[src/rtl/lsu_mem_bridge.sv]
// Load-store unit bridging core byte/half/word accesses onto an aligned word memory port.
// Stalls the core until the memory responds, then extends the load data or times out.
module lsu_mem_bridge #(
    parameter int unsigned TIMEOUT_CYCLES = 16
) (
    input  logic        clk_i,
    input  logic        rst_ni,
    input  logic        core_req_i,
    input  logic        core_we_i,
    input  logic [2:0]  core_size_i,
    input  logic [31:0] core_addr_i,
    input  logic [31:0] core_wd_i,
    output logic [31:0] core_rd_o,
    output logic        core_stall_o,
    output logic        core_err_o,
    output logic        mem_req_o,
    output logic        mem_we_o,
    output logic [3:0]  mem_be_o,
    output logic [31:0] mem_addr_o,
    output logic [31:0] mem_wd_o,
    input  logic [31:0] mem_rd_i,
    input  logic        mem_ready_i
);

    typedef enum logic {
        S_IDLE,
        S_WAIT
    } state_e;

    localparam logic [7:0] CNT_LAST = 8'(TIMEOUT_CYCLES - 1);

    state_e      state_q, state_d;
    logic [7:0]  cnt_q, cnt_d;
    logic [1:0]  off_q, off_d;
    logic [2:0]  size_q, size_d;
    logic        we_q, we_d;

    logic        legal;
    logic [3:0]  be;
    logic [31:0] wd;
    logic [31:0] byte_sh;
    logic [31:0] half_sh;
    logic [31:0] load_data;

    logic [31:0] rd;
    logic        stall;
    logic        err;
    logic        req;
    logic        we;

    always_comb begin
        legal = 1'b0;
        case (core_size_i)
            3'd0, 3'd4: legal = 1'b1;
            3'd1, 3'd5: legal = ~core_addr_i[0];
            3'd2:       legal = (core_addr_i[1:0] == 2'b00);
            default:    legal = 1'b0;
        endcase
    end

    // Sizes 4/5 share lane handling with 0/1, so the low two size bits pick the lane shape.
    always_comb begin
        be = 4'b1111;
        wd = core_wd_i;
        case (core_size_i[1:0])
            2'd0: begin
                be = 4'b0001 << core_addr_i[1:0];
                wd = {4{core_wd_i[7:0]}};
            end
            2'd1: begin
                be = core_addr_i[1] ? 4'b1100 : 4'b0011;
                wd = {2{core_wd_i[15:0]}};
            end
            default: begin
                be = 4'b1111;
                wd = core_wd_i;
            end
        endcase
    end

    always_comb begin
        byte_sh   = mem_rd_i >> {off_q, 3'b000};
        half_sh   = mem_rd_i >> {off_q[1], 4'b0000};
        load_data = mem_rd_i;
        case (size_q)
            3'd0:    load_data = {{24{byte_sh[7]}}, byte_sh[7:0]};
            3'd1:    load_data = {{16{half_sh[15]}}, half_sh[15:0]};
            3'd4:    load_data = {24'd0, byte_sh[7:0]};
            3'd5:    load_data = {16'd0, half_sh[15:0]};
            default: load_data = mem_rd_i;
        endcase
    end

    always_comb begin
        state_d = state_q;
        cnt_d   = cnt_q;
        off_d   = off_q;
        size_d  = size_q;
        we_d    = we_q;
        rd      = '0;
        stall   = 1'b0;
        err     = 1'b0;
        req     = 1'b0;
        we      = 1'b0;
        case (state_q)
            S_IDLE: begin
                if (core_req_i) begin
                    if (legal) begin
                        req     = 1'b1;
                        we      = core_we_i;
                        stall   = 1'b1;
                        off_d   = core_addr_i[1:0];
                        size_d  = core_size_i;
                        we_d    = core_we_i;
                        cnt_d   = '0;
                        state_d = S_WAIT;
                    end else begin
                        err = 1'b1;
                    end
                end
            end
            S_WAIT: begin
                // A response arriving on the last allowed cycle takes priority over the timeout.
                if (mem_ready_i) begin
                    rd      = we_q ? '0 : load_data;
                    state_d = S_IDLE;
                end else if (cnt_q == CNT_LAST) begin
                    err     = 1'b1;
                    state_d = S_IDLE;
                end else begin
                    stall = 1'b1;
                    cnt_d = cnt_q + 8'd1;
                end
            end
            default: state_d = S_IDLE;
        endcase
    end

    always_ff @(posedge clk_i or negedge rst_ni) begin
        if (!rst_ni) begin
            state_q <= S_IDLE;
            cnt_q   <= '0;
            off_q   <= '0;
            size_q  <= '0;
            we_q    <= 1'b0;
        end else begin
            state_q <= state_d;
            cnt_q   <= cnt_d;
            off_q   <= off_d;
            size_q  <= size_d;
            we_q    <= we_d;
        end
    end

    assign core_rd_o    = rst_ni ? rd : '0;
    assign core_stall_o = rst_ni & stall;
    assign core_err_o   = rst_ni & err;
    assign mem_req_o    = rst_ni & req;
    assign mem_we_o     = rst_ni & we;
    assign mem_be_o     = (rst_ni & req) ? be : '0;
    assign mem_wd_o     = (rst_ni & req) ? wd : '0;
    assign mem_addr_o   = rst_ni ? {core_addr_i[31:2], 2'b00} : '0;

endmodule

[config.mk]
export PLATFORM = sky130hd
export DESIGN_NAME = lsu_mem_bridge
export DESIGN_NICKNAME = d
export VERILOG_FILES = /design/src/rtl/lsu_mem_bridge.sv
export SDC_FILE = /design/constraint.sdc
export NUM_CORES = 1
export LEC_CHECK = 0
export ABC_AREA = 1
export CORE_MARGIN = 3
export CORE_UTILIZATION = 25
export CTS_BUF_LIST = sky130_fd_sc_hd__clkbuf_4
export DETAILED_ROUTE_END_ITERATION = 8
export GPL_TIMING_DRIVEN = 1
export PLACE_DENSITY = 0.65
export SLEW_MARGIN = 20
export SYNTH_ARGS = -nofsm -noshare
export SYNTH_HDL_FRONTEND = slang
export SYNTH_SLANG_ARGS = --single-unit
[constraint.sdc]
create_clock -name clk_i -period 3.7 [get_ports clk_i]
set_clock_uncertainty 0.15 [all_clocks]
set_input_delay 0.555 -clock clk_i [delete_from_list [all_inputs] [get_ports clk_i]]
set_output_delay 0.555 -clock clk_i [all_outputs]
set_load 0.02 [all_outputs]
Word-level counts from Yosys, hierarchy flattened
Index checks and enable logic that the tools add are counted.
- add/subtract/negate cells: 1
- eq/ne operators: 13
- shift operators: 3
- mux-type cells: 31
- bitwise gates (word level): 6
- reduce and logical (&&, ||, !) cells: 8
- operators with widths (operator ; number):
    $mux W32 ; 6
    $pmux W32 S4 ; 1
    $pmux W32 S2 ; 1
    $mux W8 ; 4
    $shr A32 B5 Y16 ; 1
    $shr A32 B5 Y8 ; 1
    $pmux W8 S2 ; 1
    $eq A3 B3 Y1 const B ; 4
    $mux W1 ; 12
    $add A8 B1 Y8 const B ; 1
    $eq A8 B4 Y1 const B ; 1
    $mux W4 ; 2
    $ne A2 B2 Y1 const B ; 4
    $pmux W4 S2 ; 1
    $eq A3 B1 Y1 const B ; 2
    $logic_not A3 Y1 ; 2
    $and A1 B1 Y1 ; 4
    $logic_not A2 Y1 ; 2
    $pmux W1 S2 ; 2
    $reduce_and A4 Y1 ; 1
    $reduce_or A2 Y1 ; 2
    $shl A1 B2 Y4 const A ; 1
    $eq A3 B2 Y1 const B ; 1
    $pmux W1 S3 ; 1
    other kinds (3) ; 4
- register bits: 15
- word-level logic and storage cells: 67

Depth between registers and ports, before layout
- depth in word-level cells: 8
- depth in mapped cells: 10
- depth with buffers taken out: 9

Least setup slack after synthesis
No wires, ideal clock.
- path kind: input to output
- from: input port core_size_i[1]
- to: output port mem_wd_o[27]
- arrival: 1.593 ns
- slack: 1.402 ns
- stages on the path: 5
- path buffers: 2
- cells stage by stage: inv_2 > buf_2 > clkbuf_1 > nor2_1 > nor3_1
- longest elaborated chain between the ends: 8
- RTL lines (element ; RTL line ; source):
    from (decl) ; 10 ; input logic [2:0] core_size_i,
    $eq A3 B1 Y1, or another cell as far along ; 53 ; case (core_size_i)
    $reduce_or A2 Y1 ; 53 ;
    $pmux W1 S3 ; 53 ;
    $mux W1 ; 108 ; if (legal) begin
    $mux W1 ; 107 ; if (core_req_i) begin
    $mux W1 ; 105 ; case (state_q)
    $and A1 B1 Y1 ; 161 ; assign mem_wd_o = (rst_ni & req) ? wd : '0;
    $mux W32 * ; 161 ;
    to (decl) ; 20 ; output logic [31:0] mem_wd_o,
Mark *: on every way between the ends. The rest lies on a longest branch, timed or not.

Final worst setup path
- from: input port rst_ni
- to: output port core_rd_o[23]
- longest elaborated chain between the ends: 1
- RTL lines (element ; RTL line ; source):
    from (decl) ; 7 ; input logic rst_ni,
    $mux W32 ; 155 ; assign core_rd_o = rst_ni ? rd : '0;
    to (decl) ; 13 ; output logic [31:0] core_rd_o,
No other way between the ends.

==> run metrics <==
most frequent cells in the layout clkdlybuf4s50_1, nand2_1, inv_1, nor2_1, o21ai_0; Distinct cells, synth 32; clock buffer count from CTS 3; Setup Viol. Count Final 0; worst setup path class input pin to output pin; Max Freq 294 MHz; Crit path required time 2.99 ns; CP Launch Type input pin; worst-case setup slack after placement 0.336 ns; setup TNS 0 ns; commonest non-fill, non-tap cell in the layout clkdlybuf4s50_1; part of the Yosys area used for sequential elements 0.148; pwr dens 208 nW/µm²; CTS tree built; synthesized netlist cell count 505; total congestion overflow 0; Crit. End Element output pin; Post-CTS Resized 0; Worst R2R Setup Slack 2.01 ns; H-tree Lvls 1; Fin. Hold Viols 0; Total Nets Final 803; core area 9820 µm²; Final Max Tran Viols 0; First DRT Iteration DRCs 187; Max Cap Viol 0; Port Buffers 205; synthesized area 2540 µm²; Yosys warning count 0; Final ANT Viol Nets 0; DRT Pass-1 Iters 5; TritonCTS sink count 15; Slew HR 0.574; WP data arrival 2.70 ns; crit path max fanout 19; WHS 0.369 ns; Seq cells post-synth 15; Final Cycle Share 0.919; P&R area growth vs syn 85.0%; Max Root-Sink Buffers 2; vias 3,773; Filler cells 1,030; GRT Total Usage 0.179; Hold Path Class flop to flop; hpwl dp 8.91 mm; DRC Markers 0; area of the multi-input gates 1660 µm²; Worst setup startpoint rst_ni; first-pass GRT wire length 17.0 mm; Clock transition at path regs 0.09 ns; Skew-Pair Late Insertion Delay 0.27 ns; n_diodes 0; DIE AREA 11,400 µm²; fin worst setup slack 0.299 ns; routability cong. 0.847; row cnt 36; vias in the first global route 3,544; vias per cell 4.55; Die Wd 107 µm; Avg WL per Cell 13.0 µm; Root Driver clkbuf_4; Ports 208; syn avg cell area 5.03 µm²; Reg2Reg Capture Point cnt_q[0]$_DFFE_PN0P_; Worst-Margin Slew 0.635 ns; largest net degree at the start of global routing 39; R2R Path Start cnt_q[0]$_DFFE_PN0P_; Storage cell area 375 µm²; Initial Util 0.259; R2R cell count 9; minimum clock period 3.40 ns; RSZ-0062 raised after global routing no; initial antenna violation count 0; crit path capture core_rd_o[23]; fraction of layout cells with a size suffix above 1 0.0459; Die H 107 µm; Pleak 2.41 nW; maximum VDD drop 0.106 mV; Detailed Route WL 10.8 mm; outcome finished, final reports clean
how the worst min path moves through the flow:
stage	cells past startpoint	from	slack, ns	to
5_1_grt	2	we_q$_DFFE_PN0P_	0.42	we_q$_DFFE_PN0P_
4_1_cts	2	we_q$_DFFE_PN0P_	0.38	we_q$_DFFE_PN0P_
6_report	2	we_q$_DFFE_PN0P_	0.37	we_q$_DFFE_PN0P_
3_3_place_gp	1	rst_ni	0.28	we_q$_DFFE_PN0P_
2_1_floorplan	0	rst_ni	0.11	cnt_q[0]$_DFFE_PN0P_
3_5_place_dp	1	rst_ni	0.28	we_q$_DFFE_PN0P_
sequential cells by signal, summed over array words and instances, names as in the netlist:
signal / flops
cnt_q: 8
size_q: 3
we_q: 1
state_q: 1
off_q: 2
what timing repair did:
action | 4_1_cts | 5_1_grt
hold buffers | 1 | 0
endpoints found under the hold margin | 6 | 0
buffers inserted | 0 | 0
cell usage after synthesis, drive strengths merged:
cell    number  area, µm²
conb         1       3.75
ha           1       12.5
a211oi       1       7.51
nand3       22        145
o21bai       1       7.51
nor3         8       40.0
buf         18        119
nand4        4       31.3
o211ai       1       7.51
xor2         1       8.76
clkbuf       8       30.0
nor3b        1       7.51
xnor2        2       17.5
a21oi       24        131
o22ai       10       62.6
o21ai       47        235
dfrtp       15        375
inv         96        363
nand2      153        589
nor2        91        344
where the power goes:
| part | internal (mW) | switching, mW | leakage [nW] |
|---|---|---|---|
| Clock | 0.0490 | 0.0499 | 0.0184 |
| Sequential | 0.187 | 0.0537 | 0.198 |
| Combinational | 0.286 | 0.354 | 2.20 |
| Total | 0.521 | 0.458 | 2.41 |
critical path, cell delays in order:
cell,delay [ns]
dlygate4sd3_1,0.52
buf_2,0.24
buf_4,0.26
inv_1,0.12
a211oi_1,0.21
nand2_1,0.08
inv_1,0.06
clkdlybuf4s50_1,0.63
kinds of logic (layout without fill, tap and decap cells):
group	Yosys count	in the layout	share of synthesized area
compound gates	84	84	0.178
flops	15	15	0.148
other cells	1	2	0.00148
xor+xnor	3	3	0.0104
simple gates	279	279	0.456
buf+inv	122	313	0.202
fa+ha+maj	1	1	0.00493
cell type report:
class                      count  area share
multi-input combinational    369       0.352
sequential                    15      0.0799
clock buffer                   4     0.00639
tap                          133      0.0354
inverter                      96      0.0773
timing repair buffer         213       0.449
per-stage QoR:
| step | util | power (mW) | cells | area [µm²] |
|---|---|---|---|---|
| after floorplan | - | 0.608 | 506 | 2540 |
| after CTS | 0.478 | 0.982 | 830 | 4700 |
| final | 0.478 | 0.979 | 830 | 4700 |
| after global routing | 0.478 | 1.07 | 830 | 4700 |
| after global placement | 0.474 | 0.872 | 825 | 4660 |
| after detailed placement | 0.474 | 0.880 | 825 | 4660 |
per-layer routing:
| layer | wire (µm) | vias up | GRT usage |
|---|---|---|---|
| li1 | - | 1919 | - |
| met1 | 4390 | 1654 | 0.210 |
| met2 | 5160 | 189 | 0.329 |
| met3 | 1090 | 11 | 0.0506 |
| met4 | 127 | 0 | 0.0292 |
| met5 | 0 | - | 0 |
Power figures use the tool's default switching activity.
